### config.mk
export PLATFORM = sky130hd
export DESIGN_NAME = bif_lbd_addr_seq_flat
export DESIGN_NICKNAME = d
export VERILOG_FILES = /design/src/rtl/bif_lbd_addr_seq_if.sv /design/src/rtl/bif_lbd_addr_seq.sv /design/src/flat_wrapper.sv
export SDC_FILE = /design/constraint.sdc
export NUM_CORES = 1
export LEC_CHECK = 0
export CORE_MARGIN = 8
export CORE_UTILIZATION = 50
export CTS_CLUSTER_SIZE = 14
export DETAILED_ROUTE_END_ITERATION = 8
export GPL_TIMING_DRIVEN = 1
export HOLD_SLACK_MARGIN = 0.06
export PLACE_DENSITY_LB_ADDON = 0.15
export REMOVE_ABC_BUFFERS = 1
export SLEW_MARGIN = 20
export SYNTH_ARGS = -nofsm -noshare
export SYNTH_HDL_FRONTEND = slang
export SYNTH_SLANG_ARGS = --single-unit
export TNS_END_PERCENT = 10
### constraint.sdc
create_clock -name sysclk -period 1.7 [get_ports sysclk]
set_input_delay 0.51 -clock sysclk [delete_from_list [all_inputs] [get_ports sysclk]]
set_output_delay 0.51 -clock sysclk [all_outputs]
set_load 0.1 [all_outputs]
### src/rtl/bif_lbd_addr_seq_if.sv
// Local-bus address driver handshake bundle: requester/bus-side inputs
// and the sequencer's strobe, enable, mux-select and acknowledge outputs.
interface bif_lbd_addr_seq_if;
    logic CPU_REQ;
    logic DMA_REQ;
    logic LBUS_FREE;
    logic LWAIT;
    logic ECREQ;
    logic EADR_n;
    logic SEL_DMA;
    logic CPU_ACK;
    logic DMA_ACK;
    logic BUSY;
    logic ADR_TMO;

    modport master (
        input  CPU_REQ,
        input  DMA_REQ,
        input  LBUS_FREE,
        input  LWAIT,
        output ECREQ,
        output EADR_n,
        output SEL_DMA,
        output CPU_ACK,
        output DMA_ACK,
        output BUSY,
        output ADR_TMO
    );

    modport slave (
        output CPU_REQ,
        output DMA_REQ,
        output LBUS_FREE,
        output LWAIT,
        input  ECREQ,
        input  EADR_n,
        input  SEL_DMA,
        input  CPU_ACK,
        input  DMA_ACK,
        input  BUSY,
        input  ADR_TMO
    );
endinterface

### src/rtl/bif_lbd_addr_seq.sv
// BIF local-bus address phase sequencer with CPU/DMA round-robin arbitration.
// Optional DRIVE timeout enabled by defining BIF_LBD_TMO_EN.
module bif_lbd_addr_seq #(
    parameter int ADR_HOLD   = 2,
    parameter int GAP        = 1,
    parameter int TMO_CYCLES = 64
) (
    input  logic sysclk,
    input  logic sys_rst,
    bif_lbd_addr_seq_if.master bus
);

`ifdef BIF_LBD_TMO_EN
    localparam int CW = (TMO_CYCLES > 31) ? $clog2(TMO_CYCLES + 1) : 5;
    localparam logic [CW-1:0] TMO_M1 = CW'(TMO_CYCLES - 1);
`else
    localparam int CW = 5;
`endif
    localparam logic [CW-1:0] HOLD_M1 = CW'(ADR_HOLD - 1);
    localparam logic [CW-1:0] GAP_M1 = CW'((GAP > 0) ? GAP - 1 : 0);

    typedef enum logic [1:0] {
        S_IDLE,
        S_LATCH,
        S_DRIVE,
        S_TURN
    } state_e;

    state_e        state_q, state_d;
    logic [CW-1:0] cnt_q, cnt_d;
    logic          ecreq_q, ecreq_d;
    logic          eadr_n_q, eadr_n_d;
    logic          sel_dma_q, sel_dma_d;
    logic          cpu_ack_q, cpu_ack_d;
    logic          dma_ack_q, dma_ack_d;
    logic          busy_q, busy_d;
    logic          last_dma_q, last_dma_d;
`ifdef BIF_LBD_TMO_EN
    logic          tmo_q, tmo_d;
    logic          tmo_fire;
`endif

    logic [CW-1:0] cnt_inc;
    logic [CW-1:0] cnt_nx;
    logic          fin;
    logic          gnt_dma;

    // Outputs are registered, so the last DRIVE cycle is decided at the
    // edge that enters it, using the count that cycle will carry.
    always_comb begin
        cnt_inc = (&cnt_q) ? cnt_q : cnt_q + CW'(1);
        cnt_nx  = (state_q == S_LATCH) ? '0 : cnt_inc;
        fin     = (cnt_nx >= HOLD_M1) && !bus.LWAIT;
`ifdef BIF_LBD_TMO_EN
        tmo_fire = 1'b0;
        if (!fin && cnt_nx == TMO_M1) begin
            fin      = 1'b1;
            tmo_fire = 1'b1;
        end
`endif
        gnt_dma = bus.DMA_REQ && (!bus.CPU_REQ || !last_dma_q);
    end

    always_comb begin
        state_d    = state_q;
        cnt_d      = cnt_q;
        ecreq_d    = 1'b0;
        eadr_n_d   = 1'b1;
        sel_dma_d  = sel_dma_q;
        cpu_ack_d  = 1'b0;
        dma_ack_d  = 1'b0;
        busy_d     = 1'b1;
        last_dma_d = last_dma_q;
`ifdef BIF_LBD_TMO_EN
        tmo_d      = 1'b0;
`endif
        unique case (state_q)
            S_IDLE: begin
                busy_d = 1'b0;
                if (bus.LBUS_FREE && (bus.CPU_REQ || bus.DMA_REQ)) begin
                    state_d    = S_LATCH;
                    ecreq_d    = 1'b1;
                    busy_d     = 1'b1;
                    sel_dma_d  = gnt_dma;
                    last_dma_d = gnt_dma;
                end
            end
            S_LATCH: begin
                state_d   = S_DRIVE;
                cnt_d     = cnt_nx;
                eadr_n_d  = 1'b0;
                cpu_ack_d = fin && !sel_dma_q;
                dma_ack_d = fin && sel_dma_q;
`ifdef BIF_LBD_TMO_EN
                tmo_d     = tmo_fire;
`endif
            end
            S_DRIVE: begin
                if (cpu_ack_q || dma_ack_q) begin
                    cnt_d = '0;
                    if (GAP > 0) begin
                        state_d = S_TURN;
                    end else begin
                        state_d = S_IDLE;
                        busy_d  = 1'b0;
                    end
                end else begin
                    cnt_d     = cnt_nx;
                    eadr_n_d  = 1'b0;
                    cpu_ack_d = fin && !sel_dma_q;
                    dma_ack_d = fin && sel_dma_q;
`ifdef BIF_LBD_TMO_EN
                    tmo_d     = tmo_fire;
`endif
                end
            end
            S_TURN: begin
                if (cnt_q >= GAP_M1) begin
                    state_d = S_IDLE;
                    busy_d  = 1'b0;
                    cnt_d   = '0;
                end else begin
                    cnt_d = cnt_inc;
                end
            end
            default: begin
                state_d = S_IDLE;
                busy_d  = 1'b0;
            end
        endcase
    end

    always_ff @(posedge sysclk) begin
        if (sys_rst) begin
            state_q    <= S_IDLE;
            cnt_q      <= '0;
            ecreq_q    <= 1'b0;
            eadr_n_q   <= 1'b1;
            sel_dma_q  <= 1'b0;
            cpu_ack_q  <= 1'b0;
            dma_ack_q  <= 1'b0;
            busy_q     <= 1'b0;
            last_dma_q <= 1'b1;
`ifdef BIF_LBD_TMO_EN
            tmo_q      <= 1'b0;
`endif
        end else begin
            state_q    <= state_d;
            cnt_q      <= cnt_d;
            ecreq_q    <= ecreq_d;
            eadr_n_q   <= eadr_n_d;
            sel_dma_q  <= sel_dma_d;
            cpu_ack_q  <= cpu_ack_d;
            dma_ack_q  <= dma_ack_d;
            busy_q     <= busy_d;
            last_dma_q <= last_dma_d;
`ifdef BIF_LBD_TMO_EN
            tmo_q      <= tmo_d;
`endif
        end
    end

    assign bus.ECREQ   = ecreq_q;
    assign bus.EADR_n  = eadr_n_q;
    assign bus.SEL_DMA = sel_dma_q;
    assign bus.CPU_ACK = cpu_ack_q;
    assign bus.DMA_ACK = dma_ack_q;
    assign bus.BUSY    = busy_q;
`ifdef BIF_LBD_TMO_EN
    assign bus.ADR_TMO = tmo_q;
`else
    assign bus.ADR_TMO = 1'b0;
`endif

endmodule

### src/flat_wrapper.sv
// flat-port wrapper written by rule: the top's interface ports become plain ports
module bif_lbd_addr_seq_flat 
#(
    parameter int ADR_HOLD   = 2,
    parameter int GAP        = 1,
    parameter int TMO_CYCLES = 64
)
  (sysclk, sys_rst, bus_CPU_REQ, bus_DMA_REQ, bus_LBUS_FREE, bus_LWAIT, bus_ECREQ, bus_EADR_n, bus_SEL_DMA, bus_CPU_ACK, bus_DMA_ACK, bus_BUSY, bus_ADR_TMO);
  bif_lbd_addr_seq_if bus_i ();
  input  logic sysclk;
  input  logic sys_rst;
  input wire logic [$bits(bus_i.CPU_REQ)-1:0] bus_CPU_REQ;
  input wire logic [$bits(bus_i.DMA_REQ)-1:0] bus_DMA_REQ;
  input wire logic [$bits(bus_i.LBUS_FREE)-1:0] bus_LBUS_FREE;
  input wire logic [$bits(bus_i.LWAIT)-1:0] bus_LWAIT;
  output wire logic [$bits(bus_i.ECREQ)-1:0] bus_ECREQ;
  output wire logic [$bits(bus_i.EADR_n)-1:0] bus_EADR_n;
  output wire logic [$bits(bus_i.SEL_DMA)-1:0] bus_SEL_DMA;
  output wire logic [$bits(bus_i.CPU_ACK)-1:0] bus_CPU_ACK;
  output wire logic [$bits(bus_i.DMA_ACK)-1:0] bus_DMA_ACK;
  output wire logic [$bits(bus_i.BUSY)-1:0] bus_BUSY;
  output wire logic [$bits(bus_i.ADR_TMO)-1:0] bus_ADR_TMO;
  assign bus_i.CPU_REQ = bus_CPU_REQ;
  assign bus_i.DMA_REQ = bus_DMA_REQ;
  assign bus_i.LBUS_FREE = bus_LBUS_FREE;
  assign bus_i.LWAIT = bus_LWAIT;
  assign bus_ECREQ = bus_i.ECREQ;
  assign bus_EADR_n = bus_i.EADR_n;
  assign bus_SEL_DMA = bus_i.SEL_DMA;
  assign bus_CPU_ACK = bus_i.CPU_ACK;
  assign bus_DMA_ACK = bus_i.DMA_ACK;
  assign bus_BUSY = bus_i.BUSY;
  assign bus_ADR_TMO = bus_i.ADR_TMO;
  bif_lbd_addr_seq #(.ADR_HOLD(ADR_HOLD), .GAP(GAP), .TMO_CYCLES(TMO_CYCLES)) u_core (.sysclk(sysclk), .sys_rst(sys_rst), .bus(bus_i));
endmodule
After elaboration in Yosys (flattened, before gate mapping)
Index checks and enable logic that the tools add are counted.

operators by class
  add/subtract/negate cells = 1
  order comparisons = 2
  equal/unequal tests = 6
  muxes and demuxes = 18
  bitwise gates (word level) = 1
  reduce and logical (&&, ||, !) cells = 18

operators by type and width
  operator               count
  $mux W5                4
  $pmux W5 S3            1
  $ge A5 B1 Y1 const B   2
  $pmux W1 S2            4
  $pmux W2 S4            1
  $mux W2                3
  $ne A2 B1 Y1 const B   3
  $add A5 B1 Y5 const B  1
  $logic_and A1 B1 Y1    5
  $mux W1                5
  $reduce_and A5 Y1      1
  $eq A2 B2 Y1 const B   2
  $logic_not A1 Y1       4
  $logic_or A1 B1 Y1     3
  $reduce_and A3 Y1      1
  $reduce_bool A3 Y1     1
  $eq A2 B1 Y1 const B   1
  $logic_not A2 Y1       1
  $reduce_and A2 Y1      1
  $reduce_or A2 Y1       1
  $not A1 Y1             1

word-level totals
  register bits after elaboration = 14
  input port bits = 6
  output and inout bits = 7
  word-level logic and storage cells = 55

Logic depth before layout (Yosys ltp)
Gate-level depths: netlist of the first run.

  depth after elaboration = 8
  mapped depth = 6
  gate-level depth less buffers = 5

Worst setup path after synthesis of the first run
OpenSTA, ideal clock, no wires.

  kind = register to register
  from = register u_core.dma_ack_q, in the netlist u_core.bus.DMA_ACK
  to = register u_core.state_q[0]
  setup time = 0.086 ns
  data arrival time = 1.547 ns
  data required time = 1.614 ns
  path slack = 0.067 ns
  cell stages (with the launch flop) = 4
  buffers on the path = 0
  period minus slack after synthesis = 1.633 ns
  cell sequence = dfxtp_1 nor3b_4 a21o_2 a211oi_1

between the ends
  cells in the longest elaborated chain, start to end = 3

RTL lines
  what                                RTL line                 text
  start: declaration                  bif_lbd_addr_seq.sv:35   logic dma_ack_q, dma_ack_d;
  start signal: assignment            bif_lbd_addr_seq.sv:154  dma_ack_q <= dma_ack_d;
  $logic_or A1 B1 Y1                  bif_lbd_addr_seq.sv:99   if (cpu_ack_q || dma_ack_q) begin
  $ne A2 B1 Y1 (no source line)       --
  $reduce_and A3 Y1 (no source line)  --
  end signal: assignment              bif_lbd_addr_seq.sv:148  state_q <= state_d;
  end: declaration                    bif_lbd_addr_seq.sv:29   state_e state_q, state_d;

Every way passes these cells.
A chain may end at the register's enable or synchronous reset.

Worst setup path in the final report of the first run
  from = register u_core.state_q[0]
  to = register u_core.state_q[1]

between the ends
  cells in the longest elaborated chain, start to end = 3
  elaborated cells on any way between the ends = 9
  classes of those cells = eq/ne: 6; mux: 1; reduce/logical: 2

RTL lines
  what                                              RTL line                text
  $eq A2 B2 Y1 or $logic_not A2 Y1 (tied branches)  bif_lbd_addr_seq.sv:77  unique case (state_q)
  $ne A2 B1 Y1 (no source line)                     --
  $reduce_and A3 Y1 (no source line)                --

Parallel ways exist; a longest one is shown, timed or not.

==> reports/metrics.json, run 1 <==
{
  "run_status": {
    "status": "complete, no violations"
  },
  "yosys": {
    "compound_gate_portion_of_the_synthesized_area_pct": 25.8,
    "synth-xor-area-share_pct": 0,
    "mapped_cells": 85,
    "synth.cell_area_sq_um": 790,
    "synth_top_family_by_area": "compound AO/OA/AOI/OAI gates",
    "sequential_cell_area_fraction_in_the_yosys_report_pct": 35.5,
    "synth-adder-area-share_pct": 9.51,
    "synth_cell_types": 38,
    "yosys_register_bits": 14,
    "synth_mux_area_share_pct": 1.27,
    "synth-simple-area-share_pct": 21.9,
    "average_cell_area_after_synthesis_sq_um": 9.29,
    "synth_warnings": 0
  },
  "final_layout": {
    "syn_to_final_growth_pct": 29.8,
    "fin_nets": 112,
    "layout-drive-gt1-share_pct": 19.4,
    "post_layout_nonfiller_instances": 114,
    "final_cell_mix": "sky130_fd_sc_hd__dfxtp_1 (14), sky130_fd_sc_hd__nor2_1 (7), sky130_fd_sc_hd__buf_12 (7)",
    "leading_cell_type_in_the_layout_fill_and_taps_excluded": "sky130_fd_sc_hd__dfxtp_1",
    "insertedDiodeCount": 0
  },
  "hold_path": {
    "hold_path.class": "reg -> reg"
  },
  "sta": {
    "timing.final.crit_share_pct": 94.1,
    "timing.clock.skew_ns": 0.00181,
    "finalMaxSlewViolations": 0,
    "period_needed_ns": 1.60,
    "timing.final.hold_violations": 0,
    "final_setup_vio_count": 0,
    "achievable-frequency_mhz": 625,
    "timing.final.ws_setup_ns": 0.101
  },
  "placement": {
    "gpl.final_weighted_congestion": 0.845,
    "place_worst_setup_slack_ns": -0.00461,
    "hpwlAfterDp_um": 1280,
    "post-place-cells": 109,
    "buffer_ports.inserted": 11
  },
  "clocking": {
    "path_clk_slew_ns": 0.08,
    "cts_hold_buffers": 0,
    "clockRootBuffer": "sky130_fd_sc_hd__clkbuf_4",
    "clock_path_buffers": 2,
    "cts_tree": "built",
    "cts-buffers-inserted": 3,
    "h-tree-depth": 1,
    "latest_clock_arrival_within_the_worst_skew_pair_ns": 0.27,
    "tritoncts_num_sinks": 14
  },
  "detailed_routing": {
    "drt_pass1_iterations": 4,
    "drcViolationCount": 0,
    "avgRoutedWirePerCell_um": 15.3,
    "vias_per_cell": 5.99,
    "via_count": 683,
    "routed_wl_um": 1740,
    "ant_nets": 0,
    "drt_iter0_drc": 22
  },
  "pwr": {
    "static_power_due_to_leakage_nw": 0.395,
    "irDropWorstVdd_mv": 0.903,
    "cell_area_power_density_mw_per_mm2": 1570,
    "power.total_w": 0.00161
  },
  "setup_path": {
    "crit_path_cell_trace": "inv_1 > ha_1 > nor3b_4 > buf_4 > a21o_2 > mux2i_1",
    "critical_path_class": "reg -> reg",
    "crit_slowest_cell": "sky130_fd_sc_hd__dfxtp_1",
    "crit_path_arrival_time_ns": 1.81,
    "timing.critical_path.max_delay_family": "flip-flops",
    "cp.buffers_inverters": 2,
    "cp_data_required_time_ns": 1.91,
    "cp_max_fo": 5,
    "cpPeakStageDelay_ns": 0.34,
    "critPathLaunchType": "flip-flop",
    "critPathCaptureType": "flip-flop"
  },
  "die": {
    "start_util_pct": 53.0,
    "floorplan.die_area_sq_mm": 0.00311,
    "std_cell_rows": 14,
    "die_extent_in_x_um": 55.7,
    "die_h_um": 55.7,
    "core_area_sq_mm": 0.00149,
    "design.portCount": 13
  },
  "global_routing": {
    "highest_utilization_routing_layer_at_the_global_route_stage": "met2",
    "grt_pass1_wl_um": 3080,
    "global_route.usage.met1_pct": 13.5,
    "first_global_vias": 706,
    "grtUsageMet2_pct": 18.4,
    "grt.met3_usage_pct": 3.20,
    "grt.overflow.total": 0,
    "grt_antenna_before_repair": 0,
    "grt_max_degree": 20,
    "track_usage_pct": 11.5
  },
  "job": {
    "drv.max_cap_violation_count": 0
  }
}
==> power breakdown <==
part / switching, W / internal [W] / leakage [nW]
Sequential: 0.0000652 / 0.000401 / 0.114
Clock: 0.0000989 / 0.0000820 / 0.0138
Combinational: 0.000598 / 0.000368 / 0.267
==> final timing paths <==
kind	start	to	slack, ns	depth (start not counted)
worst max-delay path	u_core.state_q[0]$_SDFFE_PP0P_	u_core.state_q[1]$_SDFFE_PP0P_	0.10	6
worst min-delay path	u_core.last_dma_q$_SDFFE_PP1P_	u_core.last_dma_q$_SDFFE_PP1P_	0.50	1
worst max register to register	u_core.state_q[0]$_SDFFE_PP0P_	u_core.state_q[1]$_SDFFE_PP0P_	0.10	6
worst min register to register	u_core.last_dma_q$_SDFFE_PP1P_	u_core.last_dma_q$_SDFFE_PP1P_	0.50	1
==> sequential cells by signal, indices dropped and copies added, names as in the netlist <==
signal / count
u_core.bus.DMA_ACK: 1
u_core.cnt_q: 5
u_core.bus.SEL_DMA: 1
u_core.state_q: 2
u_core.bus.BUSY: 1
u_core.last_dma_q: 1
u_core.bus.CPU_ACK: 1
u_core.bus.EADR_n: 1
u_core.bus.ECREQ: 1
==> layout make-up <==
| type | instances | area, sq um |
|---|---|---|
| Inverter | 5 | 18.8 |
| Sequential cell | 14 | 280 |
| Multi-Input combinational cell | 61 | 470 |
| Clock buffer | 3 | 22.5 |
| Fill cell | 121 | 464 |
| Timing Repair Buffer | 15 | 213 |
| Tap cell | 16 | 20.0 |
==> layer usage <==
layer	routed length, um	part of all wire, %
met1	852	49
met2	785	45
met3	84	4.8
met4	22	1.3
met5	0	0
==> kinds of logic (layout without fill, tap and decap cells) <==
group	count (synthesis)	in the layout
flops	14	14
mux	1	1
fa+ha+maj	6	6
compound gates	24	24
simple gates	29	29
other cells	1	1
buf+inv	10	23
==> Yosys cell counts <==
library cell,number,share of area [%]
sky130_fd_sc_hd__nand2_1,4,1.9
sky130_fd_sc_hd__and3b_1,1,1.1
sky130_fd_sc_hd__buf_2,2,1.3
sky130_fd_sc_hd__nor3b_1,2,1.9
sky130_fd_sc_hd__ha_1,6,9.5
sky130_fd_sc_hd__mux2i_1,1,1.3
sky130_fd_sc_hd__o21ai_1,1,0.63
sky130_fd_sc_hd__buf_1,1,0.47
sky130_fd_sc_hd__dfxtp_1,14,35
sky130_fd_sc_hd__a211oi_1,4,3.8
sky130_fd_sc_hd__a21oi_1,2,1.3
sky130_fd_sc_hd__nand3_1,2,1.3
sky130_fd_sc_hd__a221oi_2,1,1.9
sky130_fd_sc_hd__o211ai_1,1,0.95
sky130_fd_sc_hd__o2111ai_1,2,2.2
sky130_fd_sc_hd__a21o_2,1,1.1
sky130_fd_sc_hd__nor2b_1,1,0.79
sky130_fd_sc_hd__a21boi_1,1,0.95
sky130_fd_sc_hd__nor3b_4,1,2.4
sky130_fd_sc_hd__buf_4,1,0.95
sky130_fd_sc_hd__nand3b_1,3,2.9
sky130_fd_sc_hd__nor3_1,2,1.3
sky130_fd_sc_hd__a21o_1,1,0.95
sky130_fd_sc_hd__a211o_1,1,1.1
sky130_fd_sc_hd__nor2_1,7,3.3
sky130_fd_sc_hd__o2111a_1,1,1.4
sky130_fd_sc_hd__o21ai_2,1,1.1
sky130_fd_sc_hd__clkbuf_1,1,0.47
sky130_fd_sc_hd__nand2b_1,2,1.6
sky130_fd_sc_hd__o21bai_1,1,0.95
sky130_fd_sc_hd__o221ai_1,3,3.3
sky130_fd_sc_hd__a41o_1,1,1.3
sky130_fd_sc_hd__inv_1,5,2.4
sky130_fd_sc_hd__conb_1,1,0.47
sky130_fd_sc_hd__nand4_1,3,2.4
sky130_fd_sc_hd__a31oi_1,1,0.79
sky130_fd_sc_hd__o41ai_2,1,2.1
sky130_fd_sc_hd__and4_1,1,1.1
==> worst reg2reg max path, delay by kind of cell (launching register included) <==
kind | cells | cell delay, ns
flops | 1 | 0.34
mux | 1 | 0.18
simple gates | 1 | 0.32
fa+ha+maj | 1 | 0.26
buf+inv | 2 | 0.33
compound gates | 1 | 0.11
==> through the flow <==
| step | area [sq um] | TNS, ns | hold WS [ns] | utilization [%] |
|---|---|---|---|---|
| floorplan | 764 | 0 | 0.460 | - |
| global placement | 982 | 0 | 0.478 | 66.0 |
| detailed placement | 982 | -0.00461 | 0.482 | 66.0 |
| CTS | 1000 | 0 | 0.501 | 67.5 |
| global route | 1020 | -0.0000273 | 0.548 | 68.8 |
| finish | 1020 | 0 | 0.498 | 68.8 |
==> what timing repair did <==
| item | in CTS | in global routing |
|---|---|---|
| setup endpoints to repair | 0 | 3 |
| buffers inserted | 0 | 2 |
| resized for setup | 0 | 1 |
Note: power is estimated with default switching activity, not from simulation.
==> inputs of run 2 (changes only) <==
--- a/config.mk
+++ b/config.mk
@@ -6,7 +6,7 @@
 export NUM_CORES = 1
 export LEC_CHECK = 0
 export CORE_MARGIN = 8
-export CORE_UTILIZATION = 50
+export CORE_UTILIZATION = 54
 export CTS_CLUSTER_SIZE = 14
 export DETAILED_ROUTE_END_ITERATION = 8
 export GPL_TIMING_DRIVEN = 1
==> constraint.sdc (replaced) <==
create_clock -name sysclk -period 2 [get_ports sysclk]
set_input_delay 0.6 -clock sysclk [delete_from_list [all_inputs] [get_ports sysclk]]
set_output_delay 0.6 -clock sysclk [all_outputs]
set_load 0.1 [all_outputs]
==> run 2 against run 1 <==
Compared with the run above: non-clock buffer count is 3 lower; critical path depth is 1 lower; utilization is 4.9 points higher; largest cell class unchanged; flip-flop and latch count stayed put.
==> reports/metrics.json, run 2 (synthesis gave the netlist of run 1 again) <==
{
  "sta": {
    "timing.clock.skew_ns": 0.00642,
    "finalMaxSlewViolations": 0,
    "timing.final.crit_share_pct": 79.9,
    "final_setup_vio_count": 0,
    "period_needed_ns": 1.60,
    "unrepaired_setup_endpoints_after_global_routing": "no",
    "timing.final.hold_violations": 0,
    "fin_setup_tns_ns": 0,
    "achievable-frequency_mhz": 626
  },
  "global_routing": {
    "grt.overflow.total": 0,
    "grt_antenna_before_repair": 0,
    "first_global_vias": 556,
    "track_usage_pct": 11.6,
    "grt_pass1_wl_um": 2540,
    "grt_max_degree": 16
  },
  "final_layout": {
    "leading_cell_type_in_the_layout_fill_and_taps_excluded": "sky130_fd_sc_hd__dfxtp_1",
    "multi_input_area_sq_um": 465,
    "num-fill-cells": 97,
    "largest_regs": "u_core.cnt_q x5, u_core.state_q x2",
    "syn_to_final_growth_pct": 24.6,
    "final_cell_mix": "sky130_fd_sc_hd__dfxtp_1 (14), sky130_fd_sc_hd__nor2_1 (7), sky130_fd_sc_hd__ha_1 (6), sky130_fd_sc_hd__buf_12 (6)",
    "storage_element_area_sq_um": 280,
    "largest_reg_flops": 5,
    "top_register": "u_core.cnt_q",
    "layout-drive-gt1-share_pct": 15.8,
    "fin_nets": 109,
    "insertedDiodeCount": 0,
    "final_design_area_no_fill_sq_um": 983
  },
  "detailed_routing": {
    "routed_wl_um": 1610,
    "drt_pass1_iterations": 4,
    "drcViolationCount": 0,
    "ant_nets": 0,
    "via_count": 664,
    "vias_per_cell": 6.04,
    "drt_iter0_drc": 27,
    "avgRoutedWirePerCell_um": 14.6
  },
  "clocking": {
    "clock_path_buffers": 2,
    "h-tree-depth": 1,
    "ctsResizeCount": 0,
    "cts_hold_buffers": 0,
    "cts-buffers-inserted": 3,
    "cts.repair_timing.setup_buffer_count": 0,
    "latest_clock_arrival_within_the_worst_skew_pair_ns": 0.28,
    "tritoncts_num_sinks": 14,
    "clockRootBuffer": "sky130_fd_sc_hd__clkbuf_4",
    "cts_tree": "built",
    "path_clk_slew_ns": 0.08
  },
  "placement": {
    "post_dp_cell_area_sq_um": 961,
    "hpwlAfterDp_um": 1280,
    "buffer_ports.inserted": 11,
    "gpl.final_weighted_congestion": 0.826
  },
  "setup_path": {
    "crit_path_arrival_time_ns": 1.79,
    "critPathLaunchType": "flip-flop",
    "end_of_the_worst_register_to_register_path": "u_core.cnt_q[4]$_SDFFE_PP0N_",
    "cp_data_required_time_ns": 2.19,
    "cp_max_fo": 7,
    "critical_path_class": "reg -> reg",
    "r2r_path_start": "u_core.state_q[0]$_SDFFE_PP0P_",
    "critPathCaptureType": "flip-flop",
    "reg2reg_depth": 5,
    "timing.reg2reg.setup_slack_ns": 0.40
  },
  "die": {
    "std_cell_rows": 13,
    "core_area_sq_mm": 0.00133,
    "design.portCount": 13,
    "floorplan.die_area_sq_mm": 0.00294,
    "die_extent_in_x_um": 54.2,
    "die_h_um": 54.2,
    "start_util_pct": 59.2
  },
  "pwr": {
    "irDropWorstVdd_mv": 0.968,
    "cell_area_power_density_mw_per_mm2": 1320,
    "static_power_due_to_leakage_nw": 0.374
  },
  "job": {
    "drv.max_cap_violation_count": 0
  },
  "hold_path": {
    "hold_path.class": "reg -> reg",
    "hold_crit_start": "u_core.last_dma_q$_SDFFE_PP1P_",
    "min_path_cells": 1,
    "hold-path-endpoint": "u_core.last_dma_q$_SDFFE_PP1P_"
  },
  "run_status": {
    "status": "complete, no violations"
  }
}
-- run 2: power breakdown --
group          leakage [nW]  switching (W)  internal [W]  total (W)
registers             0.114      0.0000705      0.000341   0.000411
clock network        0.0138      0.0000811     0.0000698   0.000151
logic                 0.246       0.000462      0.000273   0.000735
total                 0.374       0.000613      0.000684    0.00130
-- run 2: worst max-delay path: stages (launching register included) --
cell	delay, ns
sky130_fd_sc_hd__dfxtp_1	0.33
sky130_fd_sc_hd__inv_1	0.12
sky130_fd_sc_hd__ha_1	0.25
sky130_fd_sc_hd__nor3b_4	0.38
sky130_fd_sc_hd__o21ai_2	0.15
sky130_fd_sc_hd__a221oi_2	0.28
-- run 2: how the worst max path moves through the flow --
stage                                         startpoint                        endpoint  slack (ns)  depth (start not counted)
after CTS                 u_core.state_q[0]$_SDFFE_PP0P_    u_core.cnt_q[3]$_SDFFE_PP0N_        0.40                          5
after global routing      u_core.state_q[0]$_SDFFE_PP0P_    u_core.cnt_q[2]$_SDFFE_PP0N_        0.23                          5
final                     u_core.state_q[0]$_SDFFE_PP0P_    u_core.cnt_q[4]$_SDFFE_PP0N_        0.40                          5
after detailed placement                         sys_rst    u_core.cnt_q[0]$_SDFFE_PP0N_        0.11                          4
after global placement                           sys_rst  u_core.last_dma_q$_SDFFE_PP1P_        0.15                          3
after floorplan            u_core.bus.DMA_ACK$_SDFF_PP0_  u_core.state_q[0]$_SDFFE_PP0P_        0.37                          3
-- run 2: routing by layer --
layer  routed length [um]  track usage, %
met1                  780            16.0
met4                   31            4.92
met3                  119            2.71
met5                    0               0
met2                  673            16.6
-- run 2: cell type report --
| type | instances | area share, % |
|---|---|---|
| clock buffer | 3 | 2.29 |
| multi-input combinational | 61 | 47.3 |
| tap | 15 | 1.91 |
| sequential | 14 | 28.5 |
| inverter | 5 | 1.91 |
| timing repair buffer | 12 | 18.1 |
-- run 2: through the flow --
stage	worst slack (ns)	cells	total power [W]	utilization (%)	hold slack (ns)
floorplan	0.367	80	0.000932	-	0.460
global placement	0.154	107	0.00114	72.0	0.482
detailed placement	0.114	107	0.00115	72.0	0.484
CTS	0.400	110	0.00130	73.7	0.502
global route	0.227	110	0.00138	73.7	0.562
finish	0.402	110	0.00130	73.7	0.503
